$ cat src/rtl/uart_rx_ext_if.sv
// uart_rx_ext_if -- receive-side word handshake between the UART receiver and
// its consumer.
//   o_data        received word, LSB first on the line
//   o_valid       word and status flags are valid
//   i_ready       consumer accepts the word (handshake = o_valid && i_ready)
//   o_parity_err  per-word parity error
//   o_frame_err   per-word framing error (any stop bit low, or break)
//   o_break       per-word break (all-zero frame)
//   o_overrun     sticky: a completed frame was dropped
//   o_busy        receiver is inside a frame
interface uart_rx_ext_if #(
  parameter int N_DATA = 8
);
  logic [N_DATA-1:0] o_data;
  logic              o_valid;
  logic              i_ready;
  logic              o_parity_err;
  logic              o_frame_err;
  logic              o_break;
  logic              o_overrun;
  logic              o_busy;

  modport master (
    output o_data, o_valid, o_parity_err, o_frame_err, o_break, o_overrun, o_busy,
    input  i_ready
  );

  modport slave (
    input  o_data, o_valid, o_parity_err, o_frame_err, o_break, o_overrun, o_busy,
    output i_ready
  );
endinterface

$ cat src/rtl/uart_rx_ext.sv
// uart_rx_ext -- oversampling UART receiver with parity, multi-stop, break
// detection and a one-word holding register with overrun reporting.
//   i_clock    single clock, rising edge
//   i_reset_n  asynchronous active-low reset
//   i_data     serial line, idle high, asynchronous to i_clock
//   i_valid    oversample tick enable (OVERSAMPLE ticks per bit)
//   bus        word/status handshake (uart_rx_ext_if.master)
module uart_rx_ext #(
  parameter int N_DATA      = 8,
  parameter int PARITY_MODE = 0,   // 0 none, 1 even, 2 odd
  parameter int M_STOP      = 1,
  parameter int OVERSAMPLE  = 16
) (
  input  logic           i_clock,
  input  logic           i_reset_n,
  input  logic           i_data,
  input  logic           i_valid,
  uart_rx_ext_if.master  bus
);

  typedef enum logic [2:0] {S_IDLE, S_START, S_DATA, S_PARITY, S_STOP} state_t;

  localparam int TW = $clog2(OVERSAMPLE);
  localparam logic [TW-1:0] T_S0  = TW'(OVERSAMPLE/2 - 1);
  localparam logic [TW-1:0] T_S1  = TW'(OVERSAMPLE/2);
  localparam logic [TW-1:0] T_DEC = TW'(OVERSAMPLE/2 + 1);

  logic              sync1_q, sync2_q;
  state_t            state_q, state_d;
  logic [TW-1:0]     tick_q, tick_d;
  logic [3:0]        bit_q, bit_d;
  logic [N_DATA-1:0] shift_q, shift_d;
  logic [1:0]        samp_q, samp_d;
  logic              par_q, par_d;
  logic              stop0_q, stop0_d;   // value of the first stop bit
  logic              sbad_q, sbad_d;     // some stop bit seen low so far
  logic [N_DATA-1:0] data_q, data_d;
  logic              valid_q, valid_d;
  logic              perr_q, perr_d;
  logic              fe_q, fe_d;
  logic              brk_q, brk_d;
  logic              ovr_q, ovr_d;
  logic              busy_q, busy_d;

  logic              rxd, maj, done, hs, first_stop, stop_bad, brk_w, pxor;
  logic [TW-1:0]     tick_nx;

  assign rxd = sync2_q;

  always_comb begin
    state_d = state_q;
    tick_d  = tick_q;
    bit_d   = bit_q;
    shift_d = shift_q;
    samp_d  = samp_q;
    par_d   = par_q;
    stop0_d = stop0_q;
    sbad_d  = sbad_q;
    data_d  = data_q;
    valid_d = valid_q;
    perr_d  = perr_q;
    fe_d    = fe_q;
    brk_d   = brk_q;
    ovr_d   = ovr_q;
    done    = 1'b0;

    // Tick index of the current i_valid cycle; natural wrap marks bit edges.
    tick_nx    = tick_q + 1'b1;
    maj        = (samp_q[0] & samp_q[1]) | (samp_q[0] & rxd) | (samp_q[1] & rxd);
    first_stop = (bit_q == 4'd0) ? maj : stop0_q;
    stop_bad   = sbad_q | ~maj;
    brk_w      = (shift_q == '0) && ((PARITY_MODE == 0) || !par_q) && !first_stop;
    pxor       = (^shift_q) ^ par_q;

    if (i_valid) begin
      if (state_q == S_IDLE) begin
        if (!rxd) begin
          state_d = S_START;
          tick_d  = '0;
          sbad_d  = 1'b0;
        end
      end else begin
        tick_d = tick_nx;
        if (tick_nx == T_S0) samp_d[0] = rxd;
        if (tick_nx == T_S1) samp_d[1] = rxd;
        case (state_q)
          S_START: begin
            if (tick_nx == T_DEC && maj) state_d = S_IDLE;   // false start
            else if (tick_nx == '0) begin
              state_d = S_DATA;
              bit_d   = '0;
            end
          end
          S_DATA: begin
            if (tick_nx == T_DEC) begin
              shift_d = {maj, shift_q[N_DATA-1:1]};
              bit_d   = bit_q + 4'd1;
            end else if (tick_nx == '0 && bit_q == 4'(N_DATA)) begin
              bit_d   = '0;
              state_d = (PARITY_MODE != 0) ? S_PARITY : S_STOP;
            end
          end
          S_PARITY: begin
            if (tick_nx == T_DEC) par_d = maj;
            else if (tick_nx == '0) state_d = S_STOP;
          end
          S_STOP: begin
            if (tick_nx == T_DEC) begin
              stop0_d = first_stop;
              sbad_d  = stop_bad;
              bit_d   = bit_q + 4'd1;
              // Leave mid-bit so the next start edge can be caught early.
              if (bit_q == 4'(M_STOP - 1)) begin
                done    = 1'b1;
                state_d = S_IDLE;
                bit_d   = '0;
              end
            end
          end
          default: state_d = S_IDLE;
        endcase
      end
    end

    hs = valid_q && bus.i_ready;
    if (hs) begin
      valid_d = 1'b0;
      ovr_d   = 1'b0;
    end
    if (done) begin
      if (valid_q && !bus.i_ready) begin
        ovr_d = 1'b1;                 // held word wins, new frame dropped
      end else begin
        data_d  = shift_q;
        valid_d = 1'b1;
        perr_d  = (PARITY_MODE == 1) ? pxor : (PARITY_MODE == 2) ? ~pxor : 1'b0;
        brk_d   = brk_w;
        fe_d    = stop_bad | brk_w;
      end
    end

    busy_d = (state_d != S_IDLE);
  end

  always_ff @(posedge i_clock or negedge i_reset_n) begin
    if (!i_reset_n) begin
      sync1_q <= 1'b1;
      sync2_q <= 1'b1;
      state_q <= S_IDLE;
      tick_q  <= '0;
      bit_q   <= '0;
      shift_q <= '0;
      samp_q  <= '0;
      par_q   <= 1'b0;
      stop0_q <= 1'b0;
      sbad_q  <= 1'b0;
      data_q  <= '0;
      valid_q <= 1'b0;
      perr_q  <= 1'b0;
      fe_q    <= 1'b0;
      brk_q   <= 1'b0;
      ovr_q   <= 1'b0;
      busy_q  <= 1'b0;
    end else begin
      sync1_q <= i_data;
      sync2_q <= sync1_q;
      state_q <= state_d;
      tick_q  <= tick_d;
      bit_q   <= bit_d;
      shift_q <= shift_d;
      samp_q  <= samp_d;
      par_q   <= par_d;
      stop0_q <= stop0_d;
      sbad_q  <= sbad_d;
      data_q  <= data_d;
      valid_q <= valid_d;
      perr_q  <= perr_d;
      fe_q    <= fe_d;
      brk_q   <= brk_d;
      ovr_q   <= ovr_d;
      busy_q  <= busy_d;
    end
  end

  assign bus.o_data       = data_q;
  assign bus.o_valid      = valid_q;
  assign bus.o_parity_err = perr_q;
  assign bus.o_frame_err  = fe_q;
  assign bus.o_break      = brk_q;
  assign bus.o_overrun    = ovr_q;
  assign bus.o_busy       = busy_q;

endmodule

$ cat src/flat_wrapper.sv
// flat-port wrapper written by rule: the top's interface ports become plain ports
module uart_rx_ext_flat 
#(
  parameter int N_DATA      = 8,
  parameter int PARITY_MODE = 0,                           
  parameter int M_STOP      = 1,
  parameter int OVERSAMPLE  = 16
)
  (i_clock, i_reset_n, i_data, i_valid, bus_o_data, bus_o_valid, bus_o_parity_err, bus_o_frame_err, bus_o_break, bus_o_overrun, bus_o_busy, bus_i_ready);
  uart_rx_ext_if #(.N_DATA(N_DATA)) bus_i ();
  input  logic i_clock;
  input  logic i_reset_n;
  input  logic i_data;
  input  logic i_valid;
  output wire logic [$bits(bus_i.o_data)-1:0] bus_o_data;
  output wire logic [$bits(bus_i.o_valid)-1:0] bus_o_valid;
  output wire logic [$bits(bus_i.o_parity_err)-1:0] bus_o_parity_err;
  output wire logic [$bits(bus_i.o_frame_err)-1:0] bus_o_frame_err;
  output wire logic [$bits(bus_i.o_break)-1:0] bus_o_break;
  output wire logic [$bits(bus_i.o_overrun)-1:0] bus_o_overrun;
  output wire logic [$bits(bus_i.o_busy)-1:0] bus_o_busy;
  input wire logic [$bits(bus_i.i_ready)-1:0] bus_i_ready;
  assign bus_o_data = bus_i.o_data;
  assign bus_o_valid = bus_i.o_valid;
  assign bus_o_parity_err = bus_i.o_parity_err;
  assign bus_o_frame_err = bus_i.o_frame_err;
  assign bus_o_break = bus_i.o_break;
  assign bus_o_overrun = bus_i.o_overrun;
  assign bus_o_busy = bus_i.o_busy;
  assign bus_i.i_ready = bus_i_ready;
  uart_rx_ext #(.N_DATA(N_DATA), .PARITY_MODE(PARITY_MODE), .M_STOP(M_STOP), .OVERSAMPLE(OVERSAMPLE)) u_core (.i_clock(i_clock), .i_reset_n(i_reset_n), .i_data(i_data), .i_valid(i_valid), .bus(bus_i));
endmodule
$ cat config.mk
export PLATFORM = sky130hd
export DESIGN_NAME = uart_rx_ext_flat
export DESIGN_NICKNAME = d
export VERILOG_FILES = /design/src/rtl/uart_rx_ext_if.sv /design/src/rtl/uart_rx_ext.sv /design/src/flat_wrapper.sv
export SDC_FILE = /design/constraint.sdc
export NUM_CORES = 1
export LEC_CHECK = 0
export ABC_AREA = 1
export BUFFER_PORTS_ARGS = -buffer_cell sky130_fd_sc_hd__buf_4
export CAP_MARGIN = 20
export CORE_ASPECT_RATIO = 1.2
export CORE_MARGIN = 3
export CORE_UTILIZATION = 30
export DETAILED_ROUTE_END_ITERATION = 7
export GPL_TIMING_DRIVEN = 0
export PLACE_DENSITY = 0.42
export SLEW_MARGIN = 40
export SYNTH_ARGS = -nofsm -noshare
export SYNTH_HDL_FRONTEND = slang
export SYNTH_SLANG_ARGS = --single-unit
$ cat constraint.sdc
create_clock -name i_clock -period 2 [get_ports i_clock]
set_input_delay 0.2 -clock i_clock [delete_from_list [all_inputs] [get_ports i_clock]]
set_output_delay 0.2 -clock i_clock [all_outputs]
set_load 0.005 [all_outputs]
[Word level (Yosys, flattened, before mapping)]
Index checks and enable logic that the tools add are counted.
Operators by class
  $add $sub $neg: 2
  equality and inequality tests: 13
  multiplexer cells: 37
  bitwise gates (word level): 10
  reduce and logical (&&, ||, !) cells: 23
Operator list (number)
  3-bit 2-to-1 mux: 11
  4-bit 2-to-1 mux: 8
  1-bit 2-to-1 mux: 16
  4-bit == test (second input constant): 3
  3-bit one-hot mux with 4 select lines: 1
  4-bit one-hot mux with 3 select lines: 1
  4-bit AND reduction: 3
  4-bit by 1-bit adder with 4-bit output (second input constant): 2
  4-bit zero test: 2
  8-bit zero test: 1
  7-bit AND reduction: 1
  3-bit by 2-bit == test with 1-bit output (second input constant): 2
  3-bit AND reduction: 2
  3-bit nonzero test: 2
  1-bit logical AND: 5
  4-bit by 3-bit == test with 1-bit output (second input constant): 1
  2-bit by 1-bit != test with 1-bit output (second input constant): 2
  2-bit != test (second input constant): 2
  1-bit bitwise OR: 4
  2-bit AND reduction: 2
  2-bit nonzero test: 2
  1-bit bitwise AND: 3
  3-bit by 1-bit == test with 1-bit output (second input constant): 1
  3-bit == test (second input constant): 1
  other kinds (4): 7
Storage, ports and cells
  bits in registers: 38
  bits of input ports: 5
  output and inout bits: 14
  word-level logic and storage cells: 101

[Logic depth before layout (Yosys ltp)]
Gate-level depths: netlist of the first run.
  word-level depth: 9
  depth in mapped cells: 12
  depth with buffers taken out: 12

[Worst setup path before layout of the first run]
OpenSTA, ideal clock, no wires.
  path kind: reg-to-reg
  start point: reg u_core.tick_q[0]
  end point: reg u_core.fe_q (netlist: u_core.bus.o_frame_err)
  arrival: 1.497 ns
  path slack: 0.383 ns
  cell stages (with the launch flop): 12
  cells stage by stage: dfrtp_1 ha_1 inv_1 nand2_1 nand2_4 nor2_8 nand3_4 nor2_4 nand3_4 buf_6 nand2_1 nand2_1
On the way
  longest elaborated chain between the ends: 7
RTL lines
  start: declaration: RTL line uart_rx_ext.sv:30  | logic [TW-1:0] tick_q, tick_d;
  start signal: assignment: RTL line uart_rx_ext.sv:168  | tick_q <= tick_d;
  4-bit by 1-bit adder with 4-bit output: RTL line uart_rx_ext.sv:68  | tick_nx = tick_q + 1'b1;
  4-bit == test: RTL line uart_rx_ext.sv:108  | if (tick_nx == T_DEC) begin
  1-bit 2-to-1 mux: RTL line uart_rx_ext.sv:108
  1-bit 2-to-1 mux: RTL line uart_rx_ext.sv:86  | case (state_q)
  1-bit 2-to-1 mux: RTL line uart_rx_ext.sv:76  | if (state_q == S_IDLE) begin
  1-bit 2-to-1 mux: RTL line uart_rx_ext.sv:75  | if (i_valid) begin
  2-bit AND reduction (no line)
  end signal: assignment: RTL line uart_rx_ext.sv:160  | fe_q <= 1'b0;
  end signal: assignment: RTL line uart_rx_ext.sv:178  | fe_q <= fe_d;
  end: declaration: RTL line uart_rx_ext.sv:40  | logic fe_q, fe_d;
Every way passes these cells.
A chain may end at the register's enable or synchronous reset.

[Final worst setup path of the first run]
Ends and elaborated chain as after synthesis.

==> results of run 1 <==
==> final cells by class <==
| class | instances | area share, % |
|---|---|---|
| clock buffer | 5 | 2.81 |
| timing repair buffer | 17 | 5.31 |
| multi-input combinational | 160 | 39.1 |
| sequential | 38 | 39.0 |
| tap | 85 | 4.34 |
| inverter | 33 | 5.11 |
| clock inverter | 3 | 2.81 |
| buffer | 4 | 1.53 |
==> kinds of logic after synthesis <==
kind of cell             count (synthesis)
multiplexers                             1
flip-flops                              38
adder cells (fa/ha/maj)                  6
AND/OR/NAND/NOR                        116
XOR/XNOR                                 2
other                                    1
buffers and inverters                   37
AO/OA/AOI/OAI                           34
==> metrics by stage <==
step           hold WS (ns)  instances  total power, W  setup slack (ns)
4_1_cts             0.00764        345         0.00243             0.123
2_1_floorplan       -0.0956        235         0.00145             0.383
6_report             0.0183        345         0.00239             0.237
3_3_place_gp          0.215        336         0.00161             0.133
5_1_grt             0.00838        345         0.00254            0.0556
3_5_place_dp          0.212        336         0.00161             0.147
==> state kept, by name, indices dropped and copies added (netlist names) <==
signal	flops
u_core.state_q	3
u_core.samp_q	2
u_core.shift_q	8
u_core.stop0_q	1
u_core.bus.o_break	1
u_core.bus.o_overrun	1
u_core.sync1_q	1
u_core.bus.o_valid	1
u_core.sbad_q	1
u_core.bit_q	4
u_core.tick_q	4
u_core.bus.o_data	8
u_core.bus.o_busy	1
u_core.rxd	1
u_core.bus.o_frame_err	1
==> synth_stat cells, drive strengths merged <==
master / n / share of area [%]
nand2: 70 / 14
dfrtp: 36 / 43
inv: 32 / 5.8
o21ai: 25 / 7.3
nand3: 19 / 6.6
nor2: 16 / 4.6
ha: 6 / 3.6
a21oi: 5 / 1.8
nand4: 5 / 1.5
buf: 4 / 1.8
nor3: 4 / 2.1
dfstp: 2 / 2.5
nor4: 2 / 0.60
xor2: 2 / 0.85
a31oi: 1 / 1.0
clkinv: 1 / 0.24
conb: 1 / 0.18
mux2i: 1 / 0.48
o211ai: 1 / 0.36
o21a: 1 / 0.36
o22ai: 1 / 0.30
==> routing by layer <==
layer / vias up / wire length (µm) / track usage (%)
met5: - / 0 / 0
met4: 0 / 64 / 3.45
met3: 5 / 122 / 2.69
met2: 15 / 2080 / 19.9
met1: 710 / 2010 / 16.3
li1: 794 / - / -
==> critical path, stage by stage, from the launching register on <==
cell     delay [ns]
dfrtp_2        0.45
ha_1           0.20
inv_1          0.04
nand2_1        0.10
nand2_4        0.09
nor2_8         0.13
nand3_4        0.09
nor2_4         0.11
nand3_4        0.14
buf_6          0.19
nand2_1        0.06
nand2_1        0.05
==> where the power goes <==
group / switching [W] / internal (W) / leakage [nW]
sequential: 0.0000976 / 0.000858 / 0.506
clock: 0.000302 / 0.000500 / 0.0683
combinational: 0.000425 / 0.000210 / 0.582
total: 0.000824 / 0.00157 / 1.16
==> path summary, 6_finish.rpt <==
path | to
min in group asynchronous | u_core.tick_q[2]
worst max-delay path | u_core.bus.o_frame_err
worst min-delay path | u_core.sync1_q
worst min register to register | u_core.rxd
worst max register to register | u_core.bus.o_frame_err
max in group asynchronous | u_core.sync1_q
==> repair_timing <==
item	4_1_cts	5_1_grt
resized for setup	0	2
hold buffers	1	0
hold endpoints to repair	36	0
endpoints found under the setup margin	0	4
==> impl_metrics.tcl, run 1 <==
set metrics [dict create \
    synthMuxAreaShare_pct 0.483 \
    ys_seq_area_share_pct 46.0 \
    maxSlewHeadroom_pct 66.3 \
    clock_path_buffers 2 \
    nFillCells 703 \
    path_max_fanout 10 \
    syn_to_final_growth_pct 18.2 \
    layout_commonest_cell "nand2_1" \
    worst_r2r_path_depth 11 \
    hold_class "in -> reg" \
    reg2reg_slack_ns 0.24 \
    postSynthCellCount 235 \
    dieArea_mm2 0.00795 \
    htreeDepth 2 \
    rows 32 \
    place_area_mm2 0.00230 \
    ant_nets 0 \
    synth_warnings 0 \
    seq_area_um2 956 \
    synth_compound_area_share_pct 11.1 \
    synthAdderAreaFrac_pct 3.62 \
    grt_use_total_pct 12.3 \
    power_density_mw_per_mm2 976 \
    hold_violations 0 \
    initial_core_util_pct 31.6 \
    nNetsFinal 270 \
    slew_viol_final 0 \
    die_h_um 97.1 \
    die_w_um 81.9 \
    crit_start "u_core.tick_q[0]" \
    crit_type "reg -> reg" \
    routabilityCongestion 0.722 \
    cts_tree "yes" \
    dr.pass1.iters 4 \
    drt_iter0_drc 63 \
    fin_worst_skew_ns 0.0120 \
    required_ns 2.18 \
    drive_above_1_share_pct 25.4 \
    synth_top_family_by_area "simple AND/OR/NAND/NOR gates" \
    port_buffers 16 \
    cts_setup_buffers 0 \
    final_util_pct 37.3 \
    ioPinCount 19 \
    status "finished clean" \
    syn-num-nets 246 \
    fin_crit_ns 1.76 \
    ys_ff_latch 38 \
    via_per_inst 4.42 \
    diodes 0 \
    critPathCaptureType "register" \
    remaining_drc_errors 0 \
    multiInputGateArea_um2 957 \
    avgSynthCellArea_um2 8.82 \
    wl_per_cell_um 12.4 \
    vdd_drop_max_mv 0.472 \
    max_clock_freq_mhz 567 \
    dpl.hpwl_mm 3.15 \
    numCtsBuffers 5 \
    synth_xor_area_share_pct 0.845 \
    yosysUniqueCellTypes 34 \
    core_area_mm2 0.00657 \
    maxCapViolCount 0 \
    grt_pass1_wl_mm 7.66 \
    synth_area_mm2 0.00207 \
    synthSimpleGateAreaFrac_pct 29.9 \
    critPathArrivalTime_ns 1.94 \
    fin_crit_sh_pct 88.1 \
    tightest_slew_ns 0.506 \
    p_leak_nw 1.16 \
    antenna_found_initial 0 \
    clk_latency_ns 0.29 \
    final_cell_mix "nand2_1 (61), dfrtp_1 (34), inv_1 (28), buf_4 (18), nand3_1 (15)" \
    grt_pass1_vias 1599 \
    cts.sinks 38 \
    worstReg2RegStart "u_core.tick_q[0]" \
    grt_overflow_total 0 \
    start_kind "register" \
    cts_root_buf "clkbuf_8" \
    dr_total_vias 1524 \
    grt_max_degree 39 \
    whs_path_depth 1 \
    fin_setup_tns_ns 0 \
    hp-start "i_data" \
    clk_pin_slew_ns 0.08 \
    routed_wl_mm 4.28 \
    finalSetupViolations 0 \
    final_area_mm2 0.00245 \
    rsz0062_at_grt "false" \
]
No activity file was read; power rests on OpenSTA's default activity.
==> inputs of run 2 (changes only) <==
--- a/config.mk
+++ b/config.mk
@@ -5,7 +5,6 @@
 export SDC_FILE = /design/constraint.sdc
 export NUM_CORES = 1
 export LEC_CHECK = 0
-export ABC_AREA = 1
 export BUFFER_PORTS_ARGS = -buffer_cell sky130_fd_sc_hd__buf_4
 export CAP_MARGIN = 20
 export CORE_ASPECT_RATIO = 1.2
==> impl_metrics.tcl, run 2 <==
set metrics [dict create \
    use_met1_pct 14.7 \
    met2_usage_pct 21.7 \
    required_ns 2.17 \
    remaining_drc_errors 0 \
    port_buffers 16 \
    grt_use_met3_pct 2.58 \
    syn_to_final_growth_pct 33.8 \
    grt-busiest-layer "met2" \
    rows 31 \
    fin_crit_sh_pct 108 \
    cts_root_buf "clkbuf_8" \
    dpl.hpwl_mm 2.91 \
    grt_pass1_vias 1511 \
    nFillCells 626 \
    routed_wl_mm 4.28 \
    start_kind "register" \
    grt_max_degree 39 \
    drive_above_1_share_pct 44.2 \
    worstReg2RegStart "u_core.tick_q[1]" \
    fin_worst_skew_ns 0.00952 \
    postSynthCellCount 175 \
    core_area_mm2 0.00621 \
    ioPinCount 19 \
    fin_setup_tns_ns -0.914 \
    diodes 0 \
    vdd_drop_max_mv 0.389 \
    dr_total_vias 1446 \
    grt_use_total_pct 12.3 \
    rsz0062_at_grt "true" \
    hp-start "bus_i_ready" \
    maxSlewHeadroom_pct 65.0 \
    clock_path_buffers 2 \
    htreeDepth 2 \
    clk_latency_ns 0.29 \
    hold_end "u_core.bus.o_overrun" \
    avgSynthCellArea_um2 11.2 \
    cts_tree "yes" \
    status "finished with violations" \
    wl_per_cell_um 14.3 \
    synthTopCellsByCount "dfrtp_1 (36), mux2_2 (21), nand2_1 (17)" \
    yosysUniqueCellTypes 54 \
    violations "setup timing" \
    crit_type "reg -> reg" \
    worst_r2r_path_depth 7 \
    synth.most_common_cell "dfrtp_1" \
    synth_area_leaders "dfrtp_1 (46%), mux2_2 (12%), ha_1 (3.8%), nand2_1 (3.2%), o21ai_0 (2.8%)" \
    grt_pass1_wl_mm 7.27 \
    whs_path_depth 2 \
    ys_ff_latch 38 \
    r2r-end "u_core.bus.o_busy" \
    synth_top_area_share_pct 45.8 \
    final_util_pct 42.4 \
    maxCapViolCount 0 \
    cts.sinks 38 \
    syn-num-nets 186 \
    dieArea_mm2 0.00757 \
    antenna_found_initial 0 \
    fin_ws_ns -0.160 \
    nNetsFinal 227 \
    synth_flop_cell "dfrtp_1" \
    via_per_inst 4.84 \
    critPathArrivalTime_ns 2.33 \
    tightest_slew_ns 0.521 \
    drt_iter0_drc 26 \
    clk_pin_slew_ns 0.08 \
    finalSetupViolations 16 \
    ant_nets 0 \
    critPathCaptureType "register" \
    die_h_um 94.7 \
    initial_core_util_pct 31.7 \
    max_clock_freq_mhz 463 \
    grt_overflow_total 0 \
    async_flop_share_pct 100 \
    reg2reg_slack_ns -0.16 \
    yosysTopAreaCell "dfrtp_1" \
    p_leak_nw 1.21 \
    dr.pass1.iters 4 \
    slew_viol_final 0 \
    die_w_um 79.9 \
    routabilityCongestion 0.735 \
    synth_edf_count 0 \
    ys_seq_area_share_pct 48.4 \
    path_max_fanout 4 \
    synth_warnings 0 \
    layout_commonest_cell "dfrtp_1" \
    hold_violations 0 \
    final_cell_mix "dfrtp_1 (34), buf_4 (29), nand2_1 (15), mux2_2 (13), o21ai_0 (9)" \
    numCtsBuffers 5 \
    power_density_mw_per_mm2 953 \
    hold_class "in -> reg" \
    fin_crit_ns 2.16 \
    synth_area_mm2 0.00197 \
]
## run 2: per-layer routing
metal  vias to the layer above  routed length [µm]
met5                         -                   0
li1                        712                   -
met1                       718                1850
met3                         4                  74
met4                         0                  66
met2                        12                2280
## run 2: where the power goes
part / total [W] / switching [W] / internal, W
Clock: 0.000564 / 0.000280 / 0.000284
Combinational: 0.000995 / 0.000533 / 0.000462
Sequential: 0.000951 / 0.0000953 / 0.000856
Total: 0.00251 / 0.000909 / 0.00160
## run 2: what timing repair did
action | in CTS | in global routing
setup buffers | 12 | 4
gates resized for setup | 17 | 16
hold buffers | 1 | 1
endpoints found under the setup margin | 23 | 23
pin swaps | 6 | 9
endpoints found under the hold margin | 36 | 1
## run 2: cell type report
class / instances / area (µm²) / area share (%)
well taps: 82 / 103 / 3.90
clock inverters: 2 / 16.3 / 0.618
flip-flops and latches: 38 / 956 / 36.3
inverters: 7 / 26.3 / 0.998
repair buffers: 34 / 284 / 10.8
multi-input cells: 125 / 1140 / 43.3
clock buffers: 6 / 82.6 / 3.14
plain buffers: 5 / 26.3 / 0.998
## run 2: cells by family (layout without fill, tap and decap cells)
kind of cell	after synthesis	in the layout	share of synthesized area (%)
simple gates	58	58	16.8
compound gates	36	36	14.7
mux	22	22	12.5
xor+xnor	1	1	0.445
flops	38	38	48.4
buf+inv	12	54	2.61
fa+ha+maj	7	7	4.32
other cells	1	1	0.191
## run 2: worst max-delay path by stage
stage                startpoint              endpoint  slack (ns)  cells past startpoint
3_5_place_dp   u_core.tick_q[0]  u_core.bus.o_data[0]       -0.30                      8
2_1_floorplan  u_core.tick_q[1]       u_core.bit_q[2]       -0.04                      7
4_1_cts        u_core.tick_q[1]     u_core.bus.o_busy       -0.15                      7
5_1_grt        u_core.tick_q[1]     u_core.bus.o_busy       -0.23                      7
6_report       u_core.tick_q[1]     u_core.bus.o_busy       -0.16                      7
3_3_place_gp   u_core.tick_q[0]  u_core.bus.o_data[0]       -0.27                      8
## run 2: worst max-delay path, cell delays in order, from the launching register on
cell      delay, ns
dfrtp_2        0.45
ha_4           0.20
and2_4         0.15
a21o_1         0.21
a311oi_2       0.25
o211ai_1       0.14
a32o_2         0.30
or3_1          0.35
## run 2: stage by stage
| step | cell area, µm² | setup slack [ns] | cells | total power (W) | hold WS (ns) |
|---|---|---|---|---|---|
| floorplan | 2030 | -0.0429 | 175 | 0.00152 | -0.0956 |
| global placement | 2250 | -0.274 | 273 | 0.00170 | 0.194 |
| detailed placement | 2250 | -0.298 | 273 | 0.00170 | 0.205 |
| CTS | 2530 | -0.155 | 294 | 0.00245 | 0.00142 |
| global route | 2630 | -0.234 | 299 | 0.00269 | 0.0892 |
| finish | 2630 | -0.160 | 299 | 0.00251 | 0.100 |
